## src/rtl/ntr_cmd_decoder.sv

```systemverilog
// ntr_cmd_decoder: synchronises the NTR ready flag into clk, captures
// each command word once, and decodes its opcode into LEDs and counters.
module ntr_cmd_decoder #(
    parameter int          SYNC_STAGES = 2,
    parameter logic [3:0]  LED_RESET   = 4'b0000
) (
    input  logic        clk,
    input  logic        rst,
    input  logic        ntr_ready,
    input  logic [63:0] ntr_command,
    output logic [3:0]  leds,
    output logic        cmd_valid,
    output logic [7:0]  cmd_opcode,
    output logic [7:0]  cmd_count,
    output logic        bad_cmd,
    output logic        busy
);

    typedef enum logic [1:0] {
        S_IDLE,
        S_CAPTURE,
        S_DECODE,
        S_WAIT
    } state_t;

    state_t state_q, state_d;

    logic [SYNC_STAGES-1:0] sync_q;
    logic                   rdy_s;

    // Only the opcode and the LED argument nibble matter to the decoder.
    logic [11:0] cmd_q, cmd_d;
    logic [3:0]  leds_q, leds_d;
    logic        valid_q, valid_d;
    logic [7:0]  opcode_q, opcode_d;
    logic [7:0]  count_q, count_d;
    logic        bad_q, bad_d;
    logic        busy_q, busy_d;

    logic unused_cmd_bits;
    assign unused_cmd_bits = ^{ntr_command[63:60], ntr_command[55:8]};

    assign rdy_s = sync_q[SYNC_STAGES-1];

    // Multi-flop synchroniser on the asynchronous ready flag.
    always_ff @(posedge clk or posedge rst) begin
        if (rst) begin
            sync_q <= '0;
        end else begin
            sync_q <= {sync_q[SYNC_STAGES-2:0], ntr_ready};
        end
    end

    // State, captured command and registered outputs.
    always_ff @(posedge clk or posedge rst) begin
        if (rst) begin
            state_q  <= S_IDLE;
            cmd_q    <= '0;
            leds_q   <= LED_RESET;
            valid_q  <= 1'b0;
            opcode_q <= 8'h00;
            count_q  <= 8'h00;
            bad_q    <= 1'b0;
            busy_q   <= 1'b0;
        end else begin
            state_q  <= state_d;
            cmd_q    <= cmd_d;
            leds_q   <= leds_d;
            valid_q  <= valid_d;
            opcode_q <= opcode_d;
            count_q  <= count_d;
            bad_q    <= bad_d;
            busy_q   <= busy_d;
        end
    end

    // Next-state logic and opcode execution.
    always_comb begin
        state_d  = state_q;
        cmd_d    = cmd_q;
        leds_d   = leds_q;
        valid_d  = 1'b0;
        opcode_d = opcode_q;
        count_d  = count_q;
        bad_d    = bad_q;
        unique case (state_q)
            S_IDLE: begin
                if (rdy_s) state_d = S_CAPTURE;
            end
            S_CAPTURE: begin
                if (rdy_s) begin
                    cmd_d   = {ntr_command[59:56], ntr_command[7:0]};
                    state_d = S_DECODE;
                end else begin
                    state_d = S_IDLE;
                end
            end
            S_DECODE: begin
                opcode_d = cmd_q[7:0];
                count_d  = count_q + 8'd1;
                valid_d  = 1'b1;
                state_d  = S_WAIT;
                case (cmd_q[7:0])
                    8'hFF:   leds_d[3] = cmd_q[8];
                    8'hF0:   leds_d = cmd_q[11:8];
                    8'hF1:   leds_d = leds_q ^ cmd_q[11:8];
                    8'h00:   leds_d = leds_q;
                    default: bad_d = 1'b1;
                endcase
            end
            S_WAIT: begin
                if (!rdy_s) state_d = S_IDLE;
            end
            default: state_d = S_IDLE;
        endcase
        busy_d = (state_d != S_IDLE);
    end

    assign leds       = leds_q;
    assign cmd_valid  = valid_q;
    assign cmd_opcode = opcode_q;
    assign cmd_count  = count_q;
    assign bad_cmd    = bad_q;
    assign busy       = busy_q;

endmodule
```

## config.mk

```make
export PLATFORM = sky130hd
export DESIGN_NAME = ntr_cmd_decoder
export DESIGN_NICKNAME = d
export VERILOG_FILES = /design/src/rtl/ntr_cmd_decoder.sv
export SDC_FILE = /design/constraint.sdc
export NUM_CORES = 1
export LEC_CHECK = 0
export BUFFER_PORTS_ARGS = -buffer_cell sky130_fd_sc_hd__buf_4
export CAP_MARGIN = 20
export CORE_ASPECT_RATIO = 1.2
export CORE_UTILIZATION = 47
export DETAILED_ROUTE_END_ITERATION = 10
export GPL_ROUTABILITY_DRIVEN = 0
export PLACE_DENSITY = 0.84
export SLEW_MARGIN = 20
export SYNTH_ARGS = -nofsm -noshare
export SYNTH_HDL_FRONTEND = slang
export SYNTH_SLANG_ARGS = --single-unit
```

## constraint.sdc

```tcl
create_clock -name clk -period 3.45 [get_ports clk]
set_input_delay 0.1725 -clock clk [delete_from_list [all_inputs] [get_ports clk]]
set_output_delay 0.1725 -clock clk [all_outputs]
set_load 0.02 [all_outputs]
```

==> results_dict.tcl, run 1 <==
set metrics [dict create \
    pwr-share-comb_pct 35.5 \
    setup_viol 0 \
    fin_crit_sh_pct 52.3 \
    clock_sinks 39 \
    pre_cts_slack_ps 1660 \
    grt_start_max_net_pins 40 \
    power.density_nw_per_um2 864 \
    drc 0 \
    clock-root-buffer "clkbuf_4" \
    vias 1146 \
    synth_top_area_cell "dfrtp_1" \
    crit_path_top_delay_cell "dfrtp_1" \
    setup.worst_path.end_class "register" \
    ios 90 \
    worstHoldPathType "in -> reg" \
    synth_top_area_share_pct 60.9 \
    fin_setup_tns_ps 0 \
    slew-limit-headroom_pct 64.7 \
    ys_top_cells_by_area "dfrtp_1, mux2_2, nand2_1" \
    post_drt_wl_per_cell_um 13.6 \
    syn_area_per_cell_um2 11.5 \
    netlist_instances 139 \
    hold_buffers 2 \
    worst_pin_slew_ps 530 \
    clk_pin_slew_ps 110 \
    grt_pass1_wl_mm 5.24 \
    die_area_um2 3650 \
    die_w_um 55.3 \
    overflow 0 \
    max_cap_violations 0 \
    dp_hpwl_mm 2.07 \
    internal_power_mw 1.09 \
    required_ps 3680 \
    portBuffers 37 \
    synth_cell_types 31 \
    ys_seq_elements 39 \
    crit_fanout 19 \
    slowest_delay_ps 400 \
    cts_resized 0 \
    finish.utilization_pct 63.5 \
    h-tree-depth 2 \
    initial_core_util_pct 50.6 \
    setup_slack_ps 1650 \
    finalClockSkew_ps 4.49 \
    yosys_warnings 0 \
    drt_wl_total_mm 2.96 \
    layout-drive-gt1-share_pct 35.7 \
    postCtsSetupBuffers 0 \
    min_period_ps 1800 \
    viasPerCell 5.26 \
    ir_drop_mv 0.586 \
    core_um2 3170 \
    drv_slew 0 \
    row_count 22 \
    grt_use_total_pct 18.8 \
    finalNetCount 249 \
    arrival_ps 2040 \
    antenna_found_initial 0 \
    dr.pass1.iters 4 \
    area_growth_pct 25.4 \
    worstPathCellList "inv_1, nand2_1, inv_2, and3_1, mux2i_1, a21oi_1" \
    ant_nets 0 \
    p_sw_uw 646 \
    worstSetupPathType "reg -> reg" \
    power.total_mw 1.74 \
    synth.net_count 207 \
    seq_area_frac_synth_pct 60.9 \
    tritoncts "built" \
    antenna_cells 0 \
    swShare_pct 37.2 \
    clockBufferDepth 2 \
    cp-start-kind "register" \
    synth_area_um2 1600 \
    status "completed" \
    hold_viol_final 0 \
    fill_cells 249 \
    grt_setup_unrepaired "false" \
    p_leak_nw 0.998 \
    clkLatencyLatePin_ps 340 \
    grt_pass1_vias 1168 \
    die_h_um 66.0 \
    drtIter0Drc 20 \
    cts_made_buffers 5 \
    p_clk_share_pct 18.2 \
    holdWs_ps 54.6 \
    power_frac_seq_pct 46.3 \
    clock.fmax_ghz 0.554 \
]
[placed cells by master (no fill, tap or decap), types with 2 or more instances in the layout]
master,n
dlygate4sd3_1,2
clkbuf_4,5
and4_1,2
buf_4,38
dfrtp_1,39
a21oi_1,3
nor2_1,4
and3_1,3
nand2_1,34
o21ai_0,5
inv_1,4
xnor2_1,4
nand3_1,6
xor2_1,3
mux2_2,12
[power groups by stage]
stage	combinational, mW	sequential, mW	clock (mW)
after floorplan	0.316	0.872	0
after global placement	0.596	0.795	0
after detailed placement	0.622	0.810	0
after CTS	0.624	0.803	0.323
after global routing	0.687	0.827	0.344
final	0.616	0.804	0.316
[metal layers]
metal  track usage [%]  up-vias  wire, um
met5                 0        -         0
met4              7.50        0        56
met3              4.89        8       160
met2              33.9       40      1450
met1              21.2      542      1290
li1                  -      556         -
[path summary, 6_finish.rpt]
path,from,to,slack (ps),depth (start not counted)
worst max-delay path,state_q[0]$_DFF_PP0_,leds[1]$_DFFE_PP0P_,1650,6
worst min-delay path,ntr_command[4],cmd_q[4]$_DFFE_PP0P_,50,2
worst max register to register,state_q[0]$_DFF_PP0_,leds[1]$_DFFE_PP0P_,1650,6
worst min register to register,sync_q[0]$_DFF_PP0_,sync_q[1]$_DFF_PP0_,380,0
max in group asynchronous,rst,cmd_valid$_DFF_PP0_,2620,4
min in group asynchronous,rst,leds[0]$_DFFE_PP0P_,500,4
[critical path: cells and delay by family, from the launching register on]
family,cells,cell delay [ps]
simple gates,2,590
buf+inv,2,430
flops,1,400
compound gates,1,60
mux,1,220
[metrics by stage]
step	cells	area (um^2)
after floorplan	139	1600
after global placement	208	1900
after detailed placement	208	1900
after CTS	218	2010
after global routing	218	2010
final	218	2010
[registers in the layout (all words and copies together), names as in the netlist]
signal / cells
bad_cmd: 1
leds: 4
cmd_valid: 1
cmd_q: 12
cmd_opcode: 8
state_q: 2
busy: 1
cmd_count: 8
sync_q: 2
[cell usage after synthesis]
cell	number
a21oi_1	3
a221oi_2	1
a31o_2	1
a32oi_1	1
and3_1	3
and3b_2	1
and4_1	2
and4_2	1
buf_1	1
buf_4	1
buf_6	1
clkbuf_1	2
dfrtp_1	39
ha_1	1
inv_1	4
inv_2	1
maj3_1	1
mux2_2	12
mux2i_1	1
nand2_1	34
nand3_1	6
nand4_1	1
nor2_1	4
nor3_1	1
nor3_4	1
o21ai_0	5
o31ai_1	1
or2_1	1
or2_2	1
xnor2_1	4
xor2_1	3
[area by class of cell]
cell class,count,area (um^2),share of cell area (%)
clock buffer,6,51.3,2.55
clock inverter,2,35.0,1.74
inverter,5,18.8,0.934
multi-input combinational,90,578,28.8
sequential,39,976,48.6
tap,36,45.0,2.24
timing repair buffer,40,305,15.2
[cell families after synthesis]
family	synth area share, %
compound gates	5.00
xor+xnor	3.83
simple gates	16.8
fa+ha+maj	1.41
buf+inv	3.04
mux	9.06
flops	60.9
Power figures use the tool's default switching activity.
==> run 2: changes to the inputs <==
--- a/config.mk
+++ b/config.mk
@@ -8,10 +8,10 @@
 export BUFFER_PORTS_ARGS = -buffer_cell sky130_fd_sc_hd__buf_4
 export CAP_MARGIN = 20
 export CORE_ASPECT_RATIO = 1.2
-export CORE_UTILIZATION = 47
+export CORE_UTILIZATION = 43
 export DETAILED_ROUTE_END_ITERATION = 10
 export GPL_ROUTABILITY_DRIVEN = 0
-export PLACE_DENSITY = 0.84
+export PLACE_DENSITY = 0.78
 export SLEW_MARGIN = 20
 export SYNTH_ARGS = -nofsm -noshare
 export SYNTH_HDL_FRONTEND = slang
==> constraint.sdc (replaced) <==
create_clock -name clk -period 1.7 [get_ports clk]
set_input_delay 0.085 -clock clk [delete_from_list [all_inputs] [get_ports clk]]
set_output_delay 0.085 -clock clk [all_outputs]
set_load 0.02 [all_outputs]
==> results_dict.tcl, run 2 (synthesized netlist as in run 1, its figures left out) <==
set metrics [dict create \
    status "complete, but fails checks" \
    failed_checks "design-rule violations" \
    overflow 0 \
    clock.fmax_ghz 0.720 \
    hold_viol_final 0 \
    mostFrequentLayoutCells "buf_4, dfrtp_1, nand2_1" \
    cp-start-kind "register" \
    antenna_found_initial 0 \
    grt_use_total_pct 18.0 \
    regArea_um2 976 \
    viasPerCell 5.19 \
    die_w_um 57.7 \
    pre_cts_slack_ps 306 \
    setup_slack_ps 311 \
    ir_drop_mv 0.795 \
    clock_sinks 39 \
    multi_input_area_um2 578 \
    grt_setup_unrepaired "false" \
    worstSetupPathType "reg -> reg" \
    fill_cells 318 \
    arrival_ps 1560 \
    power.density_nw_per_um2 1730 \
    finish.utilization_pct 58.9 \
    core_um2 3450 \
    clk_pin_slew_ps 70 \
    dp_hpwl_mm 2.30 \
    final_common_cell "buf_4" \
    tritoncts "built" \
    fin_crit_sh_pct 81.7 \
    row_count 23 \
    p_leak_nw 1.01 \
    clockBufferDepth 2 \
    stdcell_count 223 \
    slew-limit-headroom_pct 68.5 \
    layout-drive-gt1-share_pct 36.0 \
    grt_pass1_vias 1191 \
    drc 4 \
    vias 1157 \
    worst_pin_slew_ps 472 \
    place_inst 213 \
    drv_slew 0 \
    finalClockSkew_ps 2.13 \
    h-tree-depth 2 \
    portBuffers 37 \
    cts_resized 0 \
    largest-register "cmd_q" \
    ant_nets 0 \
    fin_setup_tns_ps 0 \
    cts_made_buffers 5 \
    clkLatencyLatePin_ps 290 \
    setup_viol 0 \
    required_ps 1870 \
    clock-root-buffer "clkbuf_8" \
    grt_pass1_wl_mm 5.19 \
    worstHoldPathType "in -> reg" \
    antenna_cells 0 \
    ios 90 \
    finalNetCount 253 \
    setup.worst_path.end_class "register" \
    largest_reg_flops 12 \
    grt_start_max_net_pins 40 \
    initial_core_util_pct 46.4 \
    max_cap_violations 0 \
    die_area_um2 3980 \
    min_period_ps 1390 \
    crit_fanout 11 \
    drt_wl_total_mm 3.15 \
    drtIter0Drc 79 \
    dr.pass1.iters 7 \
    post_drt_wl_per_cell_um 14.1 \
    die_h_um 68.9 \
    area_growth_pct 27.0 \
]
==> run 2: changes by cell type in the layout (fill, tap and decap cells not counted) <==
cell / before / now
buf_4: 38 / 42
bufinv_16: 1 / 0
clkbuf_1: 0 / 2
clkbuf_4: 5 / 0
clkbuf_8: 1 / 5
==> run 2: layout make-up <==
type / count / share of cell area [%]
multi-input combinational: 90 / 28.4
tap: 37 / 2.27
inverter: 5 / 0.922
clock inverter: 1 / 0.246
sequential: 39 / 47.9
timing repair buffer: 44 / 16.5
clock buffer: 7 / 3.75
==> run 2: per-stage QoR <==
stage / hold WS [ps] / total power, mW / area [um^2]
detailed placement: 196 / 2.98 / 1930
global placement: 195 / 2.89 / 1930
floorplan: 116 / 2.41 / 1600
global route: 13.9 / 3.79 / 2040
CTS: 20.6 / 3.57 / 2040
finish: 25.7 / 3.53 / 2040
==> run 2: per-layer routing <==
metal | global-route usage (%) | part of all wire, %
met1 | 20.4 | 40
met2 | 30.7 | 52
met3 | 6.90 | 5.9
met4 | 7.74 | 1.4
met5 | 0 | 0
==> run 2: worst paths after layout <==
check | startpoint | endpoint | slack (ps) | cells past startpoint
worst min-delay path | ntr_command[3] | cmd_q[3]$_DFFE_PP0P_ | 30 | 2
worst min register to register | sync_q[0]$_DFF_PP0_ | sync_q[1]$_DFF_PP0_ | 360 | 0
worst max register to register | state_q[0]$_DFF_PP0_ | leds[1]$_DFFE_PP0P_ | 310 | 6
min in group asynchronous | rst | cmd_count[7]$_DFFE_PP0P_ | 470 | 4
worst max-delay path | state_q[0]$_DFF_PP0_ | leds[1]$_DFFE_PP0P_ | 310 | 6
max in group asynchronous | rst | cmd_q[8]$_DFFE_PP0P_ | 900 | 4
==> run 2: timing repair <==
item | CTS | global route
hold endpoints to repair | 40 | 0
buffers inserted | 0 | 0
hold buffers | 2 | 0
==> run 2: worst max-delay path: stages (launching register included) <==
cell and delay, ps:
dfrtp_1 380, inv_1 80, nand2_1 80, inv_2 160, and3_1 320, mux2i_1 210
a21oi_1 60
==> run 2: where the power goes <==
group | leakage [nW] | switching [mW] | internal [mW]
Combinational | 0.490 | 0.699 | 0.623
Sequential | 0.479 | 0.331 | 1.29
Clock | 0.0422 | 0.295 | 0.287
Total | 1.01 | 1.33 | 2.20
